File: src/rtl/symbol_downsampler_pkg.sv
// Shared definitions for the RX symbol downsampler and its TX-side counterpart.
package symbol_downsampler_pkg;

  localparam int unsigned DataWidth      = 4;
  localparam int unsigned DownsampleRate = 13;

  typedef enum logic [0:0] {
    StSearch = 1'b0,
    StLocked = 1'b1
  } state_e;

  // Counter width for a 0..n-1 range, never narrower than one bit.
  function automatic int unsigned cnt_width(input int unsigned n);
    return (n > 1) ? $clog2(n) : 1;
  endfunction

endpackage

File: src/rtl/mod_counter.sv
// Free-running wrapping counter over 0..N-1 with a synchronous load.
module mod_counter
  import symbol_downsampler_pkg::*;
#(
  parameter int unsigned N     = 13,
  parameter int unsigned Width = cnt_width(N)
) (
  input  logic             clk_i,
  input  logic             rst_i,
  input  logic             load_i,
  input  logic [Width-1:0] load_val_i,
  output logic [Width-1:0] cnt_o
);

  logic [Width-1:0] cnt_d, cnt_q;

  always_comb begin
    cnt_d = cnt_q;
    if (load_i) begin
      cnt_d = load_val_i;
    end else if (cnt_q == Width'(N - 1)) begin
      cnt_d = '0;
    end else begin
      cnt_d = cnt_q + Width'(1);
    end
  end

  always_ff @(posedge clk_i or posedge rst_i) begin
    if (rst_i) begin
      cnt_q <= '0;
    end else begin
      cnt_q <= cnt_d;
    end
  end

  assign cnt_o = cnt_q;

endmodule

File: src/rtl/symbol_downsampler.sv
// Recovers one symbol per period from a zero-stuffed sample stream, acquiring
// and tracking symbol phase from the position of nonzero samples.
module symbol_downsampler
  import symbol_downsampler_pkg::*;
#(
  parameter int unsigned DOWNSAMPLE_RATE = DownsampleRate,
  parameter int unsigned DATA_WIDTH      = DataWidth,
  parameter int unsigned ERR_LIMIT       = 3,
  parameter int unsigned ZERO_LIMIT      = 16
) (
  input  logic                  clk,
  input  logic                  rst,
  input  logic [DATA_WIDTH-1:0] data_in,
  output logic [DATA_WIDTH-1:0] data_out,
  output logic                  data_valid,
  output logic                  locked,
  output logic                  phase_err
);

  localparam int unsigned CntW  = cnt_width(DOWNSAMPLE_RATE);
  localparam int unsigned ErrW  = $clog2(ERR_LIMIT + 1);
  localparam int unsigned ZeroW = $clog2(ZERO_LIMIT + 1);

  state_e                state_d, state_q;
  logic [ErrW-1:0]       err_cnt_d, err_cnt_q;
  logic [ZeroW-1:0]      zero_cnt_d, zero_cnt_q;
  logic [DATA_WIDTH-1:0] data_out_d, data_out_q;
  logic                  valid_d, valid_q;
  logic                  perr_d, perr_q;
  logic                  cnt_load;
  logic [CntW-1:0]       phase;
  logic                  nonzero;

  // The sample that (re)defines phase 0 is consumed now, so the counter resumes at 1.
  mod_counter #(
    .N     (DOWNSAMPLE_RATE),
    .Width (CntW)
  ) u_phase_cnt (
    .clk_i      (clk),
    .rst_i      (rst),
    .load_i     (cnt_load),
    .load_val_i (CntW'(1)),
    .cnt_o      (phase)
  );

  assign nonzero = |data_in;

  always_comb begin
    state_d    = state_q;
    err_cnt_d  = err_cnt_q;
    zero_cnt_d = zero_cnt_q;
    data_out_d = data_out_q;
    valid_d    = 1'b0;
    perr_d     = 1'b0;
    cnt_load   = 1'b0;

    unique case (state_q)
      StSearch: begin
        if (nonzero) begin
          state_d    = StLocked;
          data_out_d = data_in;
          valid_d    = 1'b1;
          cnt_load   = 1'b1;
          err_cnt_d  = '0;
          zero_cnt_d = '0;
        end
      end
      StLocked: begin
        if (phase == '0) begin
          // A zero in the symbol slot is still a legitimate symbol.
          data_out_d = data_in;
          valid_d    = 1'b1;
          if (nonzero) begin
            err_cnt_d  = '0;
            zero_cnt_d = '0;
          end else if (zero_cnt_q == ZeroW'(ZERO_LIMIT - 1)) begin
            state_d    = StSearch;
            zero_cnt_d = '0;
          end else begin
            zero_cnt_d = zero_cnt_q + ZeroW'(1);
          end
        end else if (nonzero) begin
          perr_d = 1'b1;
          if (err_cnt_q == ErrW'(ERR_LIMIT - 1)) begin
            data_out_d = data_in;
            valid_d    = 1'b1;
            cnt_load   = 1'b1;
            err_cnt_d  = '0;
            zero_cnt_d = '0;
          end else begin
            err_cnt_d = err_cnt_q + ErrW'(1);
          end
        end
      end
      default: state_d = StSearch;
    endcase
  end

  always_ff @(posedge clk or posedge rst) begin
    if (rst) begin
      state_q    <= StSearch;
      err_cnt_q  <= '0;
      zero_cnt_q <= '0;
      data_out_q <= '0;
      valid_q    <= 1'b0;
      perr_q     <= 1'b0;
    end else begin
      state_q    <= state_d;
      err_cnt_q  <= err_cnt_d;
      zero_cnt_q <= zero_cnt_d;
      data_out_q <= data_out_d;
      valid_q    <= valid_d;
      perr_q     <= perr_d;
    end
  end

  assign data_out   = data_out_q;
  assign data_valid = valid_q;
  assign locked     = (state_q == StLocked);
  assign phase_err  = perr_q;

endmodule

File: config.mk
export PLATFORM = sky130hd
export DESIGN_NAME = symbol_downsampler
export DESIGN_NICKNAME = d
export VERILOG_FILES = /design/src/rtl/symbol_downsampler_pkg.sv /design/src/rtl/mod_counter.sv /design/src/rtl/symbol_downsampler.sv
export SDC_FILE = /design/constraint.sdc
export NUM_CORES = 1
export LEC_CHECK = 0
export BUFFER_PORTS_ARGS = -buffer_cell sky130_fd_sc_hd__buf_4
export CORE_MARGIN = 4
export CORE_UTILIZATION = 57
export CTS_BUF_LIST = sky130_fd_sc_hd__clkbuf_4 sky130_fd_sc_hd__clkbuf_8 sky130_fd_sc_hd__clkbuf_16
export CTS_CLUSTER_DIAMETER = 80
export DETAILED_ROUTE_END_ITERATION = 8
export PLACE_DENSITY = 0.8
export SKIP_LAST_GASP = 1
export SLEW_MARGIN = 40
export SYNTH_ARGS = -nofsm -noshare
export SYNTH_HDL_FRONTEND = slang
export SYNTH_SLANG_ARGS = --single-unit
File: constraint.sdc
create_clock -name clk -period 3.35 [get_ports clk]
set_clock_uncertainty 0.15 [all_clocks]
set_input_delay 0.1675 -clock clk [delete_from_list [all_inputs] [get_ports clk]]
set_output_delay 0.1675 -clock clk [all_outputs]
set_load 0.02 [all_outputs]
======== After elaboration in Yosys (flattened, before gate mapping) ========
Cells that the tools add are included.
word-level totals
  register bits after elaboration ......... 18
  output and inout bits ................... 7
  input port bits ......................... 6
  word-level logic and storage cells ...... 52
operators by class
  mux-type cells .......................... 32
  bitwise gates (word level) .............. 1
  reductions and logical operators ........ 3
  add/sub/neg operators ................... 3
  eq/ne operators ......................... 6
operator list
  operator               count
  $mux W5                6
  $mux W4                6
  $mux W1                10
  $pmux W5 S2            1
  $mux W2                4
  $pmux W4 S2            1
  $ne A3 B1 Y1 const B   2
  $pmux W1 S2            3
  $add A5 B1 Y5 const B  1
  $eq A5 B4 Y1 const B   1
  $add A4 B1 Y4 const B  1
  $eq A4 B4 Y1 const B   1
  $logic_not A4 Y1       1
  $pmux W2 S2            1
  $reduce_or A4 Y1       1
  $reduce_and A3 Y1      1
  $add A2 B1 Y2 const B  1
  $eq A2 B2 Y1 const B   1
  $ne A2 B2 Y1 const B   1
  $not A1 Y1             1

======== Longest topological paths before layout ========
  depth in word-level cells ............... 6
  gate-level depth with buffers ........... 6
  depth with buffers taken out ............ 6

======== By module ========
A second synthesis with hierarchy kept.
unflattened totals
  cells, all modules ...................... 82
  area total of the unflattened synthesis .. 910.9 sq um
modules (own cells, without submodules)
  module              area each (sq um)  sequential area each (sq um)  cells each  times used
  symbol_downsampler  675.6              350.3                         59          1
  mod_counter         235.2              100.1                         23          1

======== Worst setup path after synthesis ========
Ideal clock, no wire load.
  path type ............................... reg-to-reg
  start point ............................. register u_phase_cnt.cnt_q[0] (netlist: u_phase_cnt.cnt_o[0])
  end point ............................... register data_out_q[0] (netlist: data_out[0])
  slack ................................... 1.596 ns
  stages on the path, launching flop included .. 7
  setup time .............................. 0.125 ns
  path buffers ............................ 0
  data arrival time ....................... 1.479 ns
  data required time ...................... 3.075 ns
  cell sequence ........................... dfrtp_1 > inv_1 > ha_1 > nand4bb_1 > and2_4 > inv_2 > mux2_4
on the way
  word-level cells in the longest chain between the ends .. 3
  elaborated cells between the ends (all ways) .. 6
RTL lines
  element                                                            line                       text
  start, declared                                                    mod_counter.sv:15          logic [Width-1:0] cnt_d, cnt_q;
  start signal, assigned                                             mod_counter.sv:32          cnt_q <= cnt_d;
  $logic_not A4 Y1 *                                                 symbol_downsampler.sv:69   if (phase == '0) begin
  $ne A3 B1 Y1 (no line) / $mux W4 (equally long branches)           --
  $reduce_and A3 Y1 (no line) / $pmux W4 S2 (equally long branches)  --
  end signal, assigned                                               symbol_downsampler.sv:111  data_out_q <= data_out_d;
  end, declared                                                      symbol_downsampler.sv:27   logic [DATA_WIDTH-1:0] data_out_d, data_out_q;
Every way passes the cells marked *; elsewhere a longest branch is shown, timed or not.
A chain may end at the register's enable or synchronous reset.

======== Worst setup path in the final report ========
  start point ............................. register u_phase_cnt.cnt_q[0] (netlist: u_phase_cnt.cnt_o[0])
  end point ............................... register data_out_q[1] (netlist: data_out[1])
The elaborated chain is that of the path after synthesis.

==> impl_metrics.sql <==
INSERT INTO impl_metrics (metric_group, metric, value, unit) VALUES
('timing', 'final_hold_viol_count', '0', ''),
('global_route', 'grt-ovfl-total', '0', ''),
('detailed_routing', 'drt_pre_antenna_iters', '3', ''),
('global_route', 'first_global_vias', '667', ''),
('cts', 'cts_h_tree_depth', '1', ''),
('floorplanning', 'core', '1370', 'um^2'),
('detailed_routing', 'drt-total-wl', '1.85', 'mm'),
('critical_path', 'end_kind', 'flop', ''),
('synth', 'synth_top_cell_area_share', '0.525', ''),
('critical_path', 'reg2reg_setup_slack', '1390', 'ps'),
('final_layout', 'final_common_cell', 'sky130_fd_sc_hd__dfrtp_1', ''),
('critical_path', 'required', '3390', 'ps'),
('detailed_routing', 'route.detailed.drc', '0', ''),
('final_layout', 'num-nets-final', '106', ''),
('critical_path', 'crit_path_start', 'u_phase_cnt.cnt_o[0]', ''),
('critical_path', 'setup.worst_path.start_class', 'flop', ''),
('critical_path', 'path_max_fanout', '5', ''),
('cts', 'postCtsResizedCells', '0', ''),
('synth', 'syn-instance-count', '74', ''),
('synth', 'synth_cell_type_count', '31', ''),
('synth', 'post_synth_main_area_contributors', 'sky130_fd_sc_hd__dfrtp_1 52%, sky130_fd_sc_hd__mux2_4 5.2%, sky130_fd_sc_hd__ha_1 4.4%, sky130_fd_sc_hd__nand3_1 3.5%, sky130_fd_sc_hd__a21o_1 2.6%', ''),
('cts', 'clockRootBuffer', 'sky130_fd_sc_hd__clkbuf_4', ''),
('timing', 'max_freq', '0.511', 'GHz'),
('floorplanning', 'placement_rows', '13', ''),
('final_layout', 'fin_area', '1060', 'um^2'),
('timing', 'setup_tns_after_final_layout', '0', 'ps'),
('floorplanning', 'initial_cell_density_of_the_core', '0.628', ''),
('global_route', 'gr-usage-all-layers', '0.202', ''),
('critical_path', 'worst_r2r_startpoint', 'u_phase_cnt.cnt_o[0]', ''),
('synth', 'synthesized_area', '858', 'um^2'),
('timing', 'slew-limit-headroom', '0.547', ''),
('critical_path', 'timing.setup.critical_path_class', 'reg -> reg', ''),
('timing', 'rsz0062_at_grt', 'no', ''),
('synth', 'post-synth-top-area-cell', 'sky130_fd_sc_hd__dfrtp_1', ''),
('cts', 'cts_made_buffers', '3', ''),
('critical_path', 'worstRegToRegCells', '6', ''),
('min_path', 'hold_path.startpoint', 'data_out[3]', ''),
('final_layout', 'commonest_non_fill_non_tap_cells_in_the_layout', '18 x sky130_fd_sc_hd__dfrtp_1, 12 x sky130_fd_sc_hd__buf_4, 6 x sky130_fd_sc_hd__nand3_1, 6 x sky130_fd_sc_hd__nand2_1, 6 x sky130_fd_sc_hd__dlygate4sd3_1', ''),
('final_layout', 'layout-area-overhead-vs-synth', '23.9', '%'),
('flow_run', 'max_cap_violations', '0', ''),
('power_and_ir_drop', 'power.ir.vdd_worst', '0.579', 'mV'),
('power_and_ir_drop', 'power.leakage', '0.507', 'nW'),
('global_route', 'grt_pass1_wl', '3.03', 'mm'),
('min_path', 'whs_endpoint', 'data_out[3]', ''),
('power_and_ir_drop', 'power-per-cell-area', '818', 'nW/um^2'),
('cts', 'numClockSinks', '18', ''),
('timing', 'fin_crit', '1960', 'ps'),
('final_layout', 'nFillCells', '90', ''),
('synth', 'synth_seq_cells', '18', ''),
('cts', 'cts_max_path_buffers', '2', ''),
('detailed_routing', 'first_iter_violations', '24', ''),
('synth', 'yosys_warnings', '0', ''),
('final_layout', 'share_of_cells_above_drive_strength_1', '0.260', ''),
('detailed_routing', 'detailroute.via_count', '656', ''),
('min_path', 'hold_path_depth', '1', ''),
('critical_path', 'worst_path_cell_chain', 'inv_1, ha_1, nand4bb_1, and2_4, inv_2, mux2_4', ''),
('timing', 'max_slew.worst_pin.slew', '679', 'ps'),
('critical_path', 'data_arrival_time_of_the_critical_path', '2000', 'ps'),
('critical_path', 'critPathSlowestCell', 'sky130_fd_sc_hd__dfrtp_1', ''),
('place', 'port-buffer-count', '12', ''),
('place', 'place_area', '967', 'um^2'),
('min_path', 'worstHoldPathType', 'reg -> reg', ''),
('synth', 'synth_nets', '83', ''),
('status', 'run_status', 'finished clean', ''),
('detailed_routing', 'drt-wirelength-per-cell', '16.7', 'um'),
('timing', 'setup_violations', '0', ''),
('detailed_routing', 'detail-route-antenna-nets', '0', ''),
('timing', 'period_utilization_post_route', '0.584', ''),
('global_route', 'grt_antenna_before_repair', '0', ''),
('detailed_routing', 'via_cell_ratio', '5.91', ''),
('timing', 'maxSlewViolCount', '0', '');
==> report_power, final <==
part           total, mW  internal, mW  switching [mW]
sequential         0.355         0.290          0.0645
clock              0.134        0.0663          0.0674
combinational      0.381         0.186           0.195
==> flip-flops by register name (all words and copies together), names as in the netlist <==
| signal | flops |
|---|---|
| data_out | 4 |
| data_valid | 1 |
| err_cnt_q | 2 |
| locked | 1 |
| phase_err | 1 |
| u_phase_cnt.cnt_o | 4 |
| zero_cnt_q | 5 |
==> layer usage <==
layer,vias up,wire [um],track usage
met1,321,830,0.248
met3,6,68,0.0383
met4,0,53,0.127
met2,19,901,0.325
li1,310,-,-
met5,-,0,0
==> worst max-delay path: cells and delay by family (launching register included) <==
| family | cells | cell delay (ps) |
|---|---|---|
| flops | 1 | 440 |
| mux | 1 | 320 |
| buf+inv | 2 | 230 |
| simple gates | 2 | 480 |
| fa+ha+maj | 1 | 240 |
==> cell type report <==
type | count | area, um^2 | area share
clock buffer | 4 | 36.3 | 0.0341
inverter | 5 | 18.8 | 0.0176
multi-input combinational | 51 | 389 | 0.366
sequential | 18 | 450 | 0.424
tap | 15 | 18.8 | 0.0176
timing repair buffer | 18 | 150 | 0.141
==> Yosys cell counts (all sizes together) <==
cell / number
nand2b: 2
a221o: 1
a31oi: 1
nand2: 6
nand4: 1
nor2: 4
a311oi: 1
mux2: 4
a22o: 1
nand3: 6
nor2b: 2
or2: 1
dfrtp: 18
inv: 5
nand4bb: 1
nor4: 1
or3b: 1
and3: 1
and2: 1
ha: 3
a21o: 3
a32o: 1
a21boi: 1
o21ai: 3
and3b: 1
a211oi: 1
or4: 1
a21oi: 2
==> per-stage QoR <==
step	util	power (mW)	hold slack, ps	worst slack, ps	std cells
3_5_place_dp	0.708	0.725	163	1410	101
5_1_grt	0.778	0.919	377	1300	111
2_1_floorplan	-	0.600	-43.9	1600	74
6_report	0.778	0.870	361	1390	111
3_3_place_gp	0.708	0.696	147	1520	101
4_1_cts	0.778	0.870	366	1400	111
==> worst max-delay path by stage <==
stage,endpoint,slack [ps]
2_1_floorplan,data_out[0],1600
3_3_place_gp,data_out[1],1520
3_5_place_dp,data_out[1],1410
4_1_cts,data_out[1],1400
5_1_grt,data_out[1],1300
6_report,data_out[1],1390
==> cell families (layout without fill, tap and decap cells) <==
logic type	Yosys count	count (layout)	synth area share
AND/OR/NAND/NOR	29	29	0.220
flip-flops	18	18	0.525
AO/OA/AOI/OAI	15	15	0.124
buffers and inverters	5	27	0.0219
multiplexers	4	4	0.0656
adder cells (fa/ha/maj)	3	3	0.0437
==> repair_timing <==
item	in CTS	in global routing
buffers inserted	0	0
hold buffers	6	0
hold endpoints to repair	23	0
setup endpoints to repair	0	0
Note: power is estimated with default switching activity, not from simulation.
